`src/rtl/ahb_timer_ctrl.sv`:
```
`default_nettype none
// ============================================================================
// Module      : ahb_timer_ctrl
// Description : AHB-Lite slave that runs a BITS-wide counter as a timer with
//               a prescaler, terminal-count compare, one-shot or periodic
//               mode, a sticky DONE flag and an interrupt. The counter value
//               is driven onto the GPIO pins when output enable is set.
// Revision    : 1.0  initial release
// ============================================================================
module ahb_timer_ctrl #(
  parameter int BITS     = 16,
  parameter int PRE_BITS = 8
) (
  input  logic                HCLK,
  input  logic                HRESETn,
  input  logic                HSEL,
  input  logic                HREADY,
  input  logic                HWRITE,
  input  logic [31:0]         HADDR,
  input  logic [31:0]         HWDATA,
  input  logic [2:0]          HSIZE,
  input  logic [1:0]          HTRANS,
  output logic                HREADYOUT,
  output logic [31:0]         HRDATA,
  output logic [BITS-1:0]     gpio_out,
  output logic [BITS-1:0]     gpio_oeb,
  output logic                irq
);

  localparam logic [15:0]         c_OFF_CTRL   = 16'h0000;
  localparam logic [15:0]         c_OFF_LOAD   = 16'h0004;
  localparam logic [15:0]         c_OFF_PRE    = 16'h0008;
  localparam logic [15:0]         c_OFF_COUNT  = 16'h000C;
  localparam logic [15:0]         c_OFF_STATUS = 16'h0010;
  localparam logic [15:0]         c_OFF_IRQEN  = 16'h0014;
  localparam logic [BITS-1:0]     c_ONE_CNT    = BITS'(1);
  localparam logic [PRE_BITS-1:0] c_ONE_PRE    = PRE_BITS'(1);

  typedef enum logic [1:0] {
    ST_IDLE = 2'd0,
    ST_RUN  = 2'd1,
    ST_HALT = 2'd2
  } state_e;

  // Registered address phase
  logic                valid_q;
  logic                write_q;
  logic [15:0]         addr_q;

  // Timer state
  state_e              state_q,  state_d;
  logic                en_q,     en_d;
  logic                per_q,    per_d;
  logic                oe_q,     oe_d;
  logic [BITS-1:0]     load_q,   load_d;
  logic [PRE_BITS-1:0] pre_q,    pre_d;
  logic [BITS-1:0]     count_q,  count_d;
  logic [PRE_BITS-1:0] psc_q,    psc_d;
  logic                done_q,   done_d;
  logic                irqen_q,  irqen_d;

  logic w_wr;
  logic w_wr_ctrl, w_wr_load, w_wr_pre, w_wr_count, w_wr_status, w_wr_irqen;
  logic w_tick;
  logic w_done_set;

  // Upper address bits, transfer size and HTRANS[0] carry no meaning here
  logic unused_ok;
  assign unused_ok = ^{HSIZE, HADDR[31:16], HTRANS[0], HWDATA};

  assign w_wr        = valid_q & write_q;
  assign w_wr_ctrl   = w_wr && (addr_q == c_OFF_CTRL);
  assign w_wr_load   = w_wr && (addr_q == c_OFF_LOAD);
  assign w_wr_pre    = w_wr && (addr_q == c_OFF_PRE);
  assign w_wr_count  = w_wr && (addr_q == c_OFF_COUNT);
  assign w_wr_status = w_wr && (addr_q == c_OFF_STATUS);
  assign w_wr_irqen  = w_wr && (addr_q == c_OFF_IRQEN);

  assign w_tick = (state_q == ST_RUN) && (psc_q == pre_q);

  // Capture the address phase whenever the bus is ready
  always_ff @(posedge HCLK or negedge HRESETn) begin
    if (!HRESETn) begin
      valid_q <= 1'b0;
      write_q <= 1'b0;
      addr_q  <= 16'h0000;
    end else if (HREADY) begin
      valid_q <= HSEL & HTRANS[1];
      write_q <= HWRITE;
      addr_q  <= HADDR[15:0];
    end
  end

  // Timer state and register file
  always_ff @(posedge HCLK or negedge HRESETn) begin
    if (!HRESETn) begin
      state_q <= ST_IDLE;
      en_q    <= 1'b0;
      per_q   <= 1'b0;
      oe_q    <= 1'b0;
      load_q  <= '0;
      pre_q   <= '0;
      count_q <= '0;
      psc_q   <= '0;
      done_q  <= 1'b0;
      irqen_q <= 1'b0;
    end else begin
      state_q <= state_d;
      en_q    <= en_d;
      per_q   <= per_d;
      oe_q    <= oe_d;
      load_q  <= load_d;
      pre_q   <= pre_d;
      count_q <= count_d;
      psc_q   <= psc_d;
      done_q  <= done_d;
      irqen_q <= irqen_d;
    end
  end

  // Next state: hardware timing first, bus writes override where they win
  always_comb begin
    state_d    = state_q;
    en_d       = en_q;
    per_d      = per_q;
    oe_d       = oe_q;
    load_d     = load_q;
    pre_d      = pre_q;
    count_d    = count_q;
    psc_d      = psc_q;
    done_d     = done_q;
    irqen_d    = irqen_q;
    w_done_set = 1'b0;

    if (state_q == ST_RUN) begin
      psc_d = w_tick ? '0 : psc_q + c_ONE_PRE;
      if (w_tick) begin
        if (count_q != load_q) begin
          count_d = count_q + c_ONE_CNT;
        end else begin
          w_done_set = 1'b1;
          if (per_q) begin
            count_d = '0;
          end else begin
            state_d = ST_HALT;
            en_d    = 1'b0;
          end
        end
      end
    end

    // A CTRL write starts/restarts or stops the timer, overriding the tick
    if (w_wr_ctrl) begin
      en_d  = HWDATA[0];
      per_d = HWDATA[1];
      oe_d  = HWDATA[2];
      psc_d = '0;
      if (HWDATA[0]) begin
        state_d = ST_RUN;
        count_d = '0;
      end else begin
        state_d = ST_IDLE;
        count_d = count_q;
      end
    end

    // A COUNT write replaces the whole tick, including any terminal action
    if (w_wr_count) begin
      count_d    = HWDATA[BITS-1:0];
      psc_d      = '0;
      state_d    = state_q;
      en_d       = en_q;
      w_done_set = 1'b0;
    end

    if (w_wr_load)  load_d  = HWDATA[BITS-1:0];
    if (w_wr_pre)   pre_d   = HWDATA[PRE_BITS-1:0];
    if (w_wr_irqen) irqen_d = HWDATA[0];

    // Hardware set is applied last so it wins over a same-cycle clear
    if (w_wr_status && HWDATA[0]) done_d = 1'b0;
    if (w_done_set)               done_d = 1'b1;
  end

  // Read mux driven from the registered address
  always_comb begin
    HRDATA = 32'h0000_0000;
    case (addr_q)
      c_OFF_CTRL:   HRDATA = {29'd0, oe_q, per_q, en_q};
      c_OFF_LOAD:   HRDATA = 32'(load_q);
      c_OFF_PRE:    HRDATA = 32'(pre_q);
      c_OFF_COUNT:  HRDATA = 32'(count_q);
      c_OFF_STATUS: HRDATA = {30'd0, (state_q == ST_RUN), done_q};
      c_OFF_IRQEN:  HRDATA = {31'd0, irqen_q};
      default:      HRDATA = 32'hDEAD_BEEF;
    endcase
  end

  assign HREADYOUT = 1'b1;
  assign gpio_out  = count_q;
  assign gpio_oeb  = {BITS{~oe_q}};
  assign irq       = done_q & irqen_q;

endmodule
`default_nettype wire

```
`config.mk`:
```
export PLATFORM = sky130hd
export DESIGN_NAME = ahb_timer_ctrl
export DESIGN_NICKNAME = d
export VERILOG_FILES = /design/src/rtl/ahb_timer_ctrl.sv
export SDC_FILE = /design/constraint.sdc
export NUM_CORES = 1
export LEC_CHECK = 0
export CAP_MARGIN = 40
export CORE_ASPECT_RATIO = 1.2
export CORE_MARGIN = 2
export CORE_UTILIZATION = 43
export CTS_CLUSTER_SIZE = 24
export DETAILED_ROUTE_END_ITERATION = 16
export PLACE_DENSITY_LB_ADDON = 0.3
export SYNTH_ARGS = -nofsm -noshare
export SYNTH_HDL_FRONTEND = slang
export SYNTH_SLANG_ARGS = --single-unit
```
`constraint.sdc`:
```
create_clock -name HCLK -period 2.4 [get_ports HCLK]
set_input_delay 0.48 -clock HCLK [delete_from_list [all_inputs] [get_ports HCLK]]
set_output_delay 0.48 -clock HCLK [all_outputs]
set_load 0.02 [all_outputs]
```
==> results_dict.tcl, run 1 <==
set metrics [dict create \
    async_flop_share_pct 100 \
    htree_levels 3 \
    path_max_fanout 8 \
    synth-seq-area-share_pct 40.7 \
    vias 3658 \
    ys_seq_elements 72 \
    drc 0 \
    worstPathRequired_ps 1920 \
    place_congestion 0.859 \
    slew_violations 0 \
    layout_worst_path_cycle_share_pct 104 \
    drive_gt1_share_pct 33.0 \
    postPlaceCellArea_mm2 0.00562 \
    die_h_um 115 \
    clk_latency_ps 340 \
    synth_edf_count 0 \
    grt_first_pass_wirelength_um 18900 \
    setup-violations-final 11 \
    postCtsHoldBufs 0 \
    drt-wirelength-per-cell_um 17.7 \
    status "finished, violations left" \
    post-dp-hpwl_um 8690 \
    drt_pass1_iterations 4 \
    max_cap_violations 0 \
    finalHoldViolations 0 \
    synthCells 422 \
    cts_buffers 9 \
    powerDensity_mw_per_mm2 489 \
    cts.sinks 72 \
    dp_cells 644 \
    fin_area_mm2 0.00601 \
    pin_count 140 \
    skew_ps 7.91 \
    cp-start-kind "register" \
    cts-root-buf "clkbuf_16" \
    die_area_mm2 0.0111 \
    final_nets 609 \
    rsz0062_at_grt "true" \
    first_iter_violations 179 \
    grt_start_max_net_pins 73 \
    critPathArrivalTime_ps 2010 \
    slowest_stage "or4_4" \
    nFillCells 850 \
    fin_cells 663 \
    worstPathCellList "or4_4, nor3_4, nand2_4, a221o_1, buf_6" \
    finalPower_uw 2940 \
    seq_area_mm2 0.00180 \
    vdd_drop_max_mv 0.321 \
    fin_setup_tns_ps -687 \
    crit_path_end_kind "primary output" \
    cts_tree "done" \
    antennaDiodeCount 0 \
    core_mm2 0.0100 \
    violations "setup timing" \
    fmax_mhz 401 \
    routed_via_density 5.52 \
    initial_core_util_pct 44.2 \
    cts.path.max_buffers 2 \
    synth_ff_type "dfrtp_1" \
    grt_pass1_vias 3798 \
    cpPeakStageDelay_ps 540 \
    wl_um 11700 \
    grt-ovfl-total 0 \
    syn_area_per_cell_um2 10.5 \
    yosys.cell_types.count 61 \
    multi_input_area_mm2 0.00235 \
    die_x_um 96.6 \
    ant_nets 0 \
    min_period_ps 2490 \
    yosys_warnings 0 \
    p_leak_uw 0.00240 \
    grt_util_all_layers_pct 22.4 \
    port_buffers 97 \
    synth_area_mm2 0.00442 \
    grt_antenna_before_repair 0 \
    pre_cts_ws_ps -208 \
    clkTransAtPathRegs_ps 50 \
    area_growth_pct 35.9 \
    row_count 40 \
    fin_ws_ps -95.0 \
    hold_class "primary input to asynchronous set/reset pin" \
    critPathKind "register to primary output" \
]
==> timing repair <==
item | CTS | global route
gates resized for setup | 135 | 28
endpoints found under the hold margin | 0 | 0
pin swaps | 5 | 6
setup buffers | 1 | 3
setup endpoints to repair | 27 | 31
==> worst paths after layout <==
kind	slack (ps)	startpoint	endpoint	cells after the start
hold / removal	170	HRESETn	load_q[13]$_DFFE_PN0P_	2
hold reg to reg	520	irqen_q$_DFFE_PN0P_	irqen_q$_DFFE_PN0P_	1
setup reg to reg	110	addr_q[15]$_DFFE_PN0P_	gpio_out[1]$_DFFE_PN0P_	8
min in group HCLK	520	irqen_q$_DFFE_PN0P_	irqen_q$_DFFE_PN0P_	1
max in group asynchronous	1910	HRESETn	addr_q[2]$_DFFE_PN0P_	2
setup / recovery	-90	addr_q[8]$_DFFE_PN0P_	HRDATA[11]	5
==> layer usage <==
| metal | vias to the layer above | GRT usage [%] | wire length, um |
|---|---|---|---|
| li1 | 1744 | - | - |
| met1 | 1773 | 26.9 | 4770 |
| met2 | 113 | 38.2 | 5970 |
| met3 | 28 | 4.39 | 656 |
| met4 | 0 | 10.3 | 330 |
| met5 | - | 0 | 0 |
==> through the flow <==
stage,utilization [%],hold WS (ps)
2_1_floorplan,-,184
3_3_place_gp,56.1,504
3_5_place_dp,56.1,518
4_1_cts,58.8,191
5_1_grt,60.1,209
6_report,60.1,168
==> flip-flops by register name, indices dropped and copies added, names as in the netlist, 8 cells and up <==
register	count
addr_q	16
psc_q	8
load_q	16
gpio_out	16
pre_q	8
==> where the power goes <==
part | leakage, uW | total (uW) | internal, uW | switching, uW
registers | 0.000921 | 1310 | 1260 | 49.6
clock network | 0.000139 | 1310 | 825 | 484
logic | 0.00134 | 316 | 166 | 150
==> cell usage after synthesis, types with 2 or more instances <==
| cell | number | area share [%] |
|---|---|---|
| a211oi_1 | 11 | 1.9 |
| a21oi_1 | 10 | 1.1 |
| a221o_1 | 6 | 1.4 |
| a22o_1 | 3 | 0.59 |
| a22oi_1 | 15 | 2.5 |
| a32oi_1 | 2 | 0.40 |
| and2_1 | 2 | 0.28 |
| and3_1 | 5 | 0.71 |
| and4_1 | 2 | 0.40 |
| buf_1 | 2 | 0.17 |
| buf_2 | 5 | 0.57 |
| buf_4 | 32 | 5.4 |
| clkbuf_1 | 10 | 0.85 |
| conb_1 | 2 | 0.17 |
| dfrtp_1 | 72 | 41 |
| ha_1 | 2 | 0.57 |
| inv_1 | 17 | 1.4 |
| mux2_1 | 2 | 0.51 |
| mux2_2 | 46 | 12 |
| nand2_1 | 15 | 1.3 |
| nand2b_1 | 3 | 0.42 |
| nand3_1 | 13 | 1.5 |
| nand3b_1 | 5 | 0.85 |
| nand4_1 | 12 | 1.7 |
| nor2_1 | 20 | 1.7 |
| nor2b_1 | 7 | 0.99 |
| nor3_1 | 9 | 1.0 |
| nor3_2 | 3 | 0.68 |
| nor4_1 | 6 | 0.85 |
| nor4_4 | 4 | 1.9 |
| o21ai_0 | 14 | 1.6 |
| o22ai_1 | 3 | 0.42 |
| o22ai_2 | 10 | 2.8 |
| or4_1 | 2 | 0.34 |
| xnor2_1 | 23 | 4.6 |
| xor2_1 | 2 | 0.40 |
==> logic make-up (layout without fill, tap and decap cells) <==
kind of cell | count (synthesis) | count (layout) | synth area share (%)
flip-flops | 72 | 72 | 40.7
AO/OA/AOI/OAI | 86 | 86 | 15.2
AND/OR/NAND/NOR | 117 | 117 | 16.5
other | 2 | 6 | 0.170
XOR/XNOR | 25 | 25 | 4.95
buffers and inverters | 68 | 179 | 9.05
adder cells (fa/ha/maj) | 2 | 2 | 0.566
multiplexers | 50 | 50 | 12.8
==> critical path, delay by kind of cell, from the launching register on <==
| family | cells | cell delay (ps) |
|---|---|---|
| AO/OA/AOI/OAI | 1 | 290 |
| AND/OR/NAND/NOR | 3 | 870 |
| flip-flops | 1 | 380 |
| buffers and inverters | 1 | 140 |
==> placed cells by master (no fill, tap or decap), drive strengths merged, types with 3 or more instances in the layout <==
cell type	synthesis	routed
a211oi	11	11
dfrtp	72	72
nand4	13	13
and3	5	5
nor2	22	22
a22o	3	3
clkbuf	10	12
nand2	16	16
buf	41	78
xnor2	23	23
inv	17	17
nor2b	7	7
clkdlybuf4s50	0	69
nand2b	3	3
nor3	12	12
nand3	13	13
o22ai	13	13
mux2	49	49
conb	2	6
a21oi	10	10
o21ai	14	14
nor4	10	10
a221o	6	6
a22oi	15	15
nand3b	5	5
==> cell type report <==
type                            count  area share [%]
Multi-Input combinational cell    286            39.2
Sequential cell                    72            30.0
Timing Repair Buffer              147            22.4
Clock buffer                       12            4.10
Tap cell                          126            2.62
Inverter                           17            1.06
Clock inverter                      3           0.708
(Power assumes the default switching activity.)
==> inputs of run 2 (changes only) <==
--- a/config.mk
+++ b/config.mk
@@ -7,7 +7,7 @@
 export LEC_CHECK = 0
 export CAP_MARGIN = 40
 export CORE_ASPECT_RATIO = 1.2
-export CORE_MARGIN = 2
+export CORE_MARGIN = 8
 export CORE_UTILIZATION = 43
 export CTS_CLUSTER_SIZE = 24
 export DETAILED_ROUTE_END_ITERATION = 16
==> run 2 against run 1 <==
The run still ends with setup timing left. Critical path depth up 1. Clock-buffer cell count grew 2. Largest cell class unchanged. Critical endpoint is now HRDATA[10]. Worst setup slack got worse by 93 ps. Critical path type unchanged.
==> results_dict.tcl, run 2 (same netlist as run 1, synthesis figures left out) <==
set metrics [dict create \
    initial_core_util_pct 44.2 \
    die_h_um 127 \
    critPathKind "register to primary output" \
    grt_start_max_net_pins 73 \
    p_leak_uw 0.00252 \
    post-dp-hpwl_um 9330 \
    setup-violations-final 21 \
    routed_via_density 5.56 \
    drt_pass1_iterations 4 \
    seqPwrFrac_pct 42.2 \
    pin_count 140 \
    antennaDiodeCount 0 \
    core_mm2 0.0100 \
    drc 0 \
    cts-root-buf "clkbuf_16" \
    reg2reg_depth 9 \
    final_nets 620 \
    port_buffers 97 \
    cp-start-kind "register" \
    p_int_uw 2420 \
    rsz0062_at_grt "true" \
    row_count 40 \
    path_max_fanout 5 \
    status "finished, violations left" \
    grt_util_all_layers_pct 18.5 \
    vdd_drop_max_mv 0.411 \
    switching_share_pct 22.2 \
    rrSetupSlack_ps 70 \
    p_comb_share_pct 10.2 \
    final_cell_mix "dfrtp_1, clkdlybuf4s50_1, buf_4, mux2_2, buf_6" \
    final_common_cell "dfrtp_1" \
    p_switching_uw 690 \
    cts_tree "done" \
    hold_class "primary input to asynchronous set/reset pin" \
    rr_startpoint "addr_q[15]$_DFFE_PN0P_" \
    ant_nets 0 \
    die_area_mm2 0.0138 \
    fin_cells 675 \
    clkPwrFrac_pct 47.6 \
    worstPathRequired_ps 1920 \
    fin_worst_hold_slack_ps 169 \
    fin_ws_ps -188 \
    clkTransAtPathRegs_ps 50 \
    cts.path.max_buffers 2 \
    finalHoldViolations 0 \
    grt_pass1_vias 3930 \
    area_growth_pct 41.0 \
    min_period_ps 2590 \
    grt-ovfl-total 0 \
    cts.sinks 72 \
    clk_latency_ps 330 \
    dp_cells 649 \
    vias 3755 \
    skew_ps 6.70 \
    critPathArrivalTime_ps 2110 \
    grt_first_pass_wirelength_um 20100 \
    startpoint "addr_q[11]$_DFFE_PN0P_" \
    powerDensity_mw_per_mm2 499 \
    rr_endpoint "gpio_out[13]$_DFFE_PN0P_" \
    max_cap_violations 0 \
    violations "setup timing" \
    cts_buffers 9 \
    grt_antenna_before_repair 0 \
    first_iter_violations 172 \
    drt-wirelength-per-cell_um 19.0 \
    wl_um 12800 \
    crit_path_end_kind "primary output" \
    pre_cts_ws_ps -244 \
    fmax_mhz 386 \
    layout_worst_path_cycle_share_pct 108 \
    die_x_um 109 \
    htree_levels 3 \
    drive_gt1_share_pct 34.8 \
    place_congestion 0.837 \
    slew_violations 0 \
]
## run 2: cell count changes in the layout (fill, tap and decap cells not counted), sizes merged
cell,before,now
buf,78,88
bufinv,1,2
clkbuf,12,14
clkinv,1,0
clkinvlp,1,0
nand2,16,17
## run 2: worst max path at each step
| stage | slack (ps) | endpoint | cells past startpoint |
|---|---|---|---|
| detailed placement | -240 | HRDATA[12] | 5 |
| finish | -190 | HRDATA[10] | 6 |
| floorplan | 50 | HRDATA[10] | 4 |
| global route | -260 | HRDATA[12] | 7 |
| global placement | -190 | HRDATA[10] | 5 |
| CTS | -200 | HRDATA[12] | 6 |
## run 2: per-stage QoR
| step | total power (uW) | setup TNS, ps | util (%) | cell area (um2) |
|---|---|---|---|---|
| finish | 3110 | -2560 | 62.3 | 6240 |
| floorplan | 1470 | 0 | - | 4450 |
| detailed placement | 1640 | -4110 | 56.5 | 5650 |
| global route | 3220 | -4130 | 62.3 | 6240 |
| CTS | 3140 | -2480 | 61.6 | 6170 |
| global placement | 1630 | -3350 | 56.5 | 5650 |
## run 2: worst max-delay path: stages (launching register included)
cell and delay (ps):
dfrtp_1 370, or4_4 540, nor3_4 160, buf_6 180
nand2_8 70, a221o_1 310, buf_6 140
## run 2: metal layers
metal | GRT usage (%) | wire, um
met2 | 33.4 | 6780
met4 | 8.31 | 303
met5 | 0 | 0
met3 | 3.17 | 732
met1 | 20.3 | 5020
## run 2: power groups by stage
| stage | Sequential [uW] | Combinational [uW] | Clock [uW] |
|---|---|---|---|
| after detailed placement | 1330 | 306 | 0 |
| after CTS | 1310 | 319 | 1510 |
| after global routing | 1320 | 343 | 1560 |
| after floorplan | 1320 | 149 | 0 |
| after global placement | 1330 | 299 | 0 |
| final | 1310 | 319 | 1480 |
## run 2: repair_timing
action | 4_1_cts | 5_1_grt
hold buffers | 0 | 0
setup buffers | 9 | 5
pin swaps | 9 | 4
cloned | 2 | 0
endpoints found under the setup margin | 27 | 36
gates resized for setup | 176 | 21
## run 2: area by class of cell
class                   instances  area (um2)
clock buffers                  14         274
clock inverters                 2        60.1
fillers                       788        3770
inverters                      17        63.8
multi-input cells             287        2370
flip-flops and latches         72        1800
well taps                     126         158
repair buffers                157        1510
==> inputs of run 3 (changes only) <==
--- a/config.mk
+++ b/config.mk
@@ -8,7 +8,7 @@
 export CAP_MARGIN = 40
 export CORE_ASPECT_RATIO = 1.2
 export CORE_MARGIN = 8
-export CORE_UTILIZATION = 43
+export CORE_UTILIZATION = 47
 export CTS_CLUSTER_SIZE = 24
 export DETAILED_ROUTE_END_ITERATION = 16
 export PLACE_DENSITY_LB_ADDON = 0.3
==> constraint.sdc (replaced) <==
create_clock -name HCLK -period 2.6 [get_ports HCLK]
set_input_delay 0.52 -clock HCLK [delete_from_list [all_inputs] [get_ports HCLK]]
set_output_delay 0.52 -clock HCLK [all_outputs]
set_load 0.05 [all_outputs]
==> run 3 against run 2 <==
The run now ends clean. Worst setup slack better by 190 ps. Final area is 5.3% lower. Largest cell class unchanged. Global-route usage grew 0.68 points.
==> results_dict.tcl, run 3 (same netlist as run 1, synthesis figures left out) <==
set metrics [dict create \
    area_growth_pct 33.5 \
    final_common_cell "dfrtp_1" \
    setup-violations-final 0 \
    first_iter_violations 243 \
    p_int_uw 2270 \
    layout_worst_path_cycle_share_pct 99.8 \
    fin_worst_hold_slack_ps 214 \
    tightestPinTransition_ps 573 \
    critPathArrivalTime_ps 2070 \
    grt-ovfl-total 0 \
    grt_util_all_layers_pct 19.1 \
    row_count 39 \
    rrSetupSlack_ps 220 \
    grt_first_pass_wirelength_um 19800 \
    antennaDiodeCount 0 \
    path_max_fanout 8 \
    rr_startpoint "addr_q[0]$_DFFE_PN0P_" \
    critPathKind "register to primary output" \
    final_cell_mix "dfrtp_1, clkdlybuf4s50_1, mux2_2, buf_4, xnor2_1" \
    grt_pass1_vias 3801 \
    postCtsHoldBufs 0 \
    min_period_ps 2590 \
    core_mm2 0.00932 \
    clk_latency_ps 340 \
    clkPwrFrac_pct 49.7 \
    hold_class "primary input to asynchronous set/reset pin" \
    grt_antenna_before_repair 0 \
    worstPathRequired_ps 2080 \
    drc 0 \
    vias 3678 \
    reg2reg_depth 9 \
    cts_buffers 9 \
    post-dp-hpwl_um 9000 \
    finalHoldViolations 0 \
    p_comb_share_pct 9.2 \
    slew_violations 0 \
    worstPathCellList "or4_4, nor3_4, nand2_4, a221o_1, buf_12" \
    startpoint "addr_q[8]$_DFFE_PN0P_" \
    final_nets 590 \
    grt_start_max_net_pins 73 \
    skew_ps 7.88 \
    rr_endpoint "gpio_out[11]$_DFFE_PN0P_" \
    ant_nets 0 \
    max_cap_violations 0 \
    htree_levels 3 \
    slowest_stage "or4_4" \
    status "finished clean" \
    switching_share_pct 23.2 \
    p_switching_uw 684 \
    die_h_um 122 \
    final_util_pct 63.4 \
    dp_cells 620 \
    p_leak_uw 0.00235 \
    relSlewSlack_pct 61.7 \
    initial_core_util_pct 47.5 \
    clkTransAtPathRegs_ps 60 \
    pin_count 140 \
    drt_pass1_iterations 4 \
    cts_tree "done" \
    fin_setup_tns_ps 0 \
    drt-wirelength-per-cell_um 18.8 \
    port_buffers 97 \
    rsz0062_at_grt "true" \
    nFillCells 735 \
    cts.path.max_buffers 2 \
    place_congestion 0.883 \
    drive_gt1_share_pct 29.5 \
    wl_um 12100 \
    die_area_mm2 0.0128 \
    crit_path_end_kind "primary output" \
    fmax_mhz 386 \
    cts-root-buf "clkbuf_16" \
    routed_via_density 5.73 \
    powerDensity_mw_per_mm2 500 \
    die_x_um 105 \
    vdd_drop_max_mv 0.405 \
    fin_cells 642 \
    cts.sinks 72 \
    cpPeakStageDelay_ps 550 \
    cp-start-kind "register" \
    seqPwrFrac_pct 41.1 \
]
==> run 3: layer usage <==
metal  share of wire [%]  vias to the layer above  wire, um  track usage, %
met5                   0                        -         0               0
met4                 4.0                        0       481            11.5
met3                 5.4                       47       649            3.94
met2                  52                      139      6220            33.1
met1                  39                     1788      4730            21.6
li1                    -                     1704         -               -
==> run 3: metrics by stage <==
stage | total power (uW) | setup slack (ps) | area [um2]
CTS | 2970 | 1.37 | 5890
global route | 3040 | -84.5 | 5910
floorplan | 1370 | 25.1 | 4450
detailed placement | 1500 | 186 | 5490
finish | 2950 | 6.35 | 5910
global placement | 1490 | 226 | 5490
==> run 3: worst max-delay path by stage <==
| stage | end | slack [ps] |
|---|---|---|
| 3_3_place_gp | HRDATA[10] | 230 |
| 2_1_floorplan | HRDATA[10] | 30 |
| 6_report | HRDATA[12] | 6 |
| 3_5_place_dp | HRDATA[12] | 190 |
| 5_1_grt | HRDATA[10] | -80 |
| 4_1_cts | HRDATA[12] | 1 |
==> run 3: what timing repair did <==
item                                    CTS  global route
setup buffers                             6             0
pin swaps                                 5             5
endpoints found under the setup margin   12            12
gates resized for setup                   2             5
==> run 3: worst max-delay path, delay by kind of cell (launching register included) <==
family / cells / cell delay [ps]
and+or+nand+nor: 3 / 850
DFF: 1 / 400
AOI/OAI and AO/OA: 1 / 320
buffers and inverters: 1 / 160
==> run 3: layout make-up <==
cell class	count	area, um2	share of cell area [%]
tap	123	154	2.61
inverter	17	63.8	1.08
timing repair buffer	128	1260	21.4
multi-input combinational	286	2270	38.4
sequential	72	1800	30.5
clock buffer	10	239	4.05
clock inverter	6	115	1.95
==> run 3: power groups by stage <==
stage | logic (uW) | clock network [uW] | registers [uW]
2_1_floorplan | 151 | 0 | 1220
3_3_place_gp | 262 | 0 | 1230
3_5_place_dp | 265 | 0 | 1230
4_1_cts | 274 | 1490 | 1210
5_1_grt | 294 | 1520 | 1220
6_report | 271 | 1470 | 1210
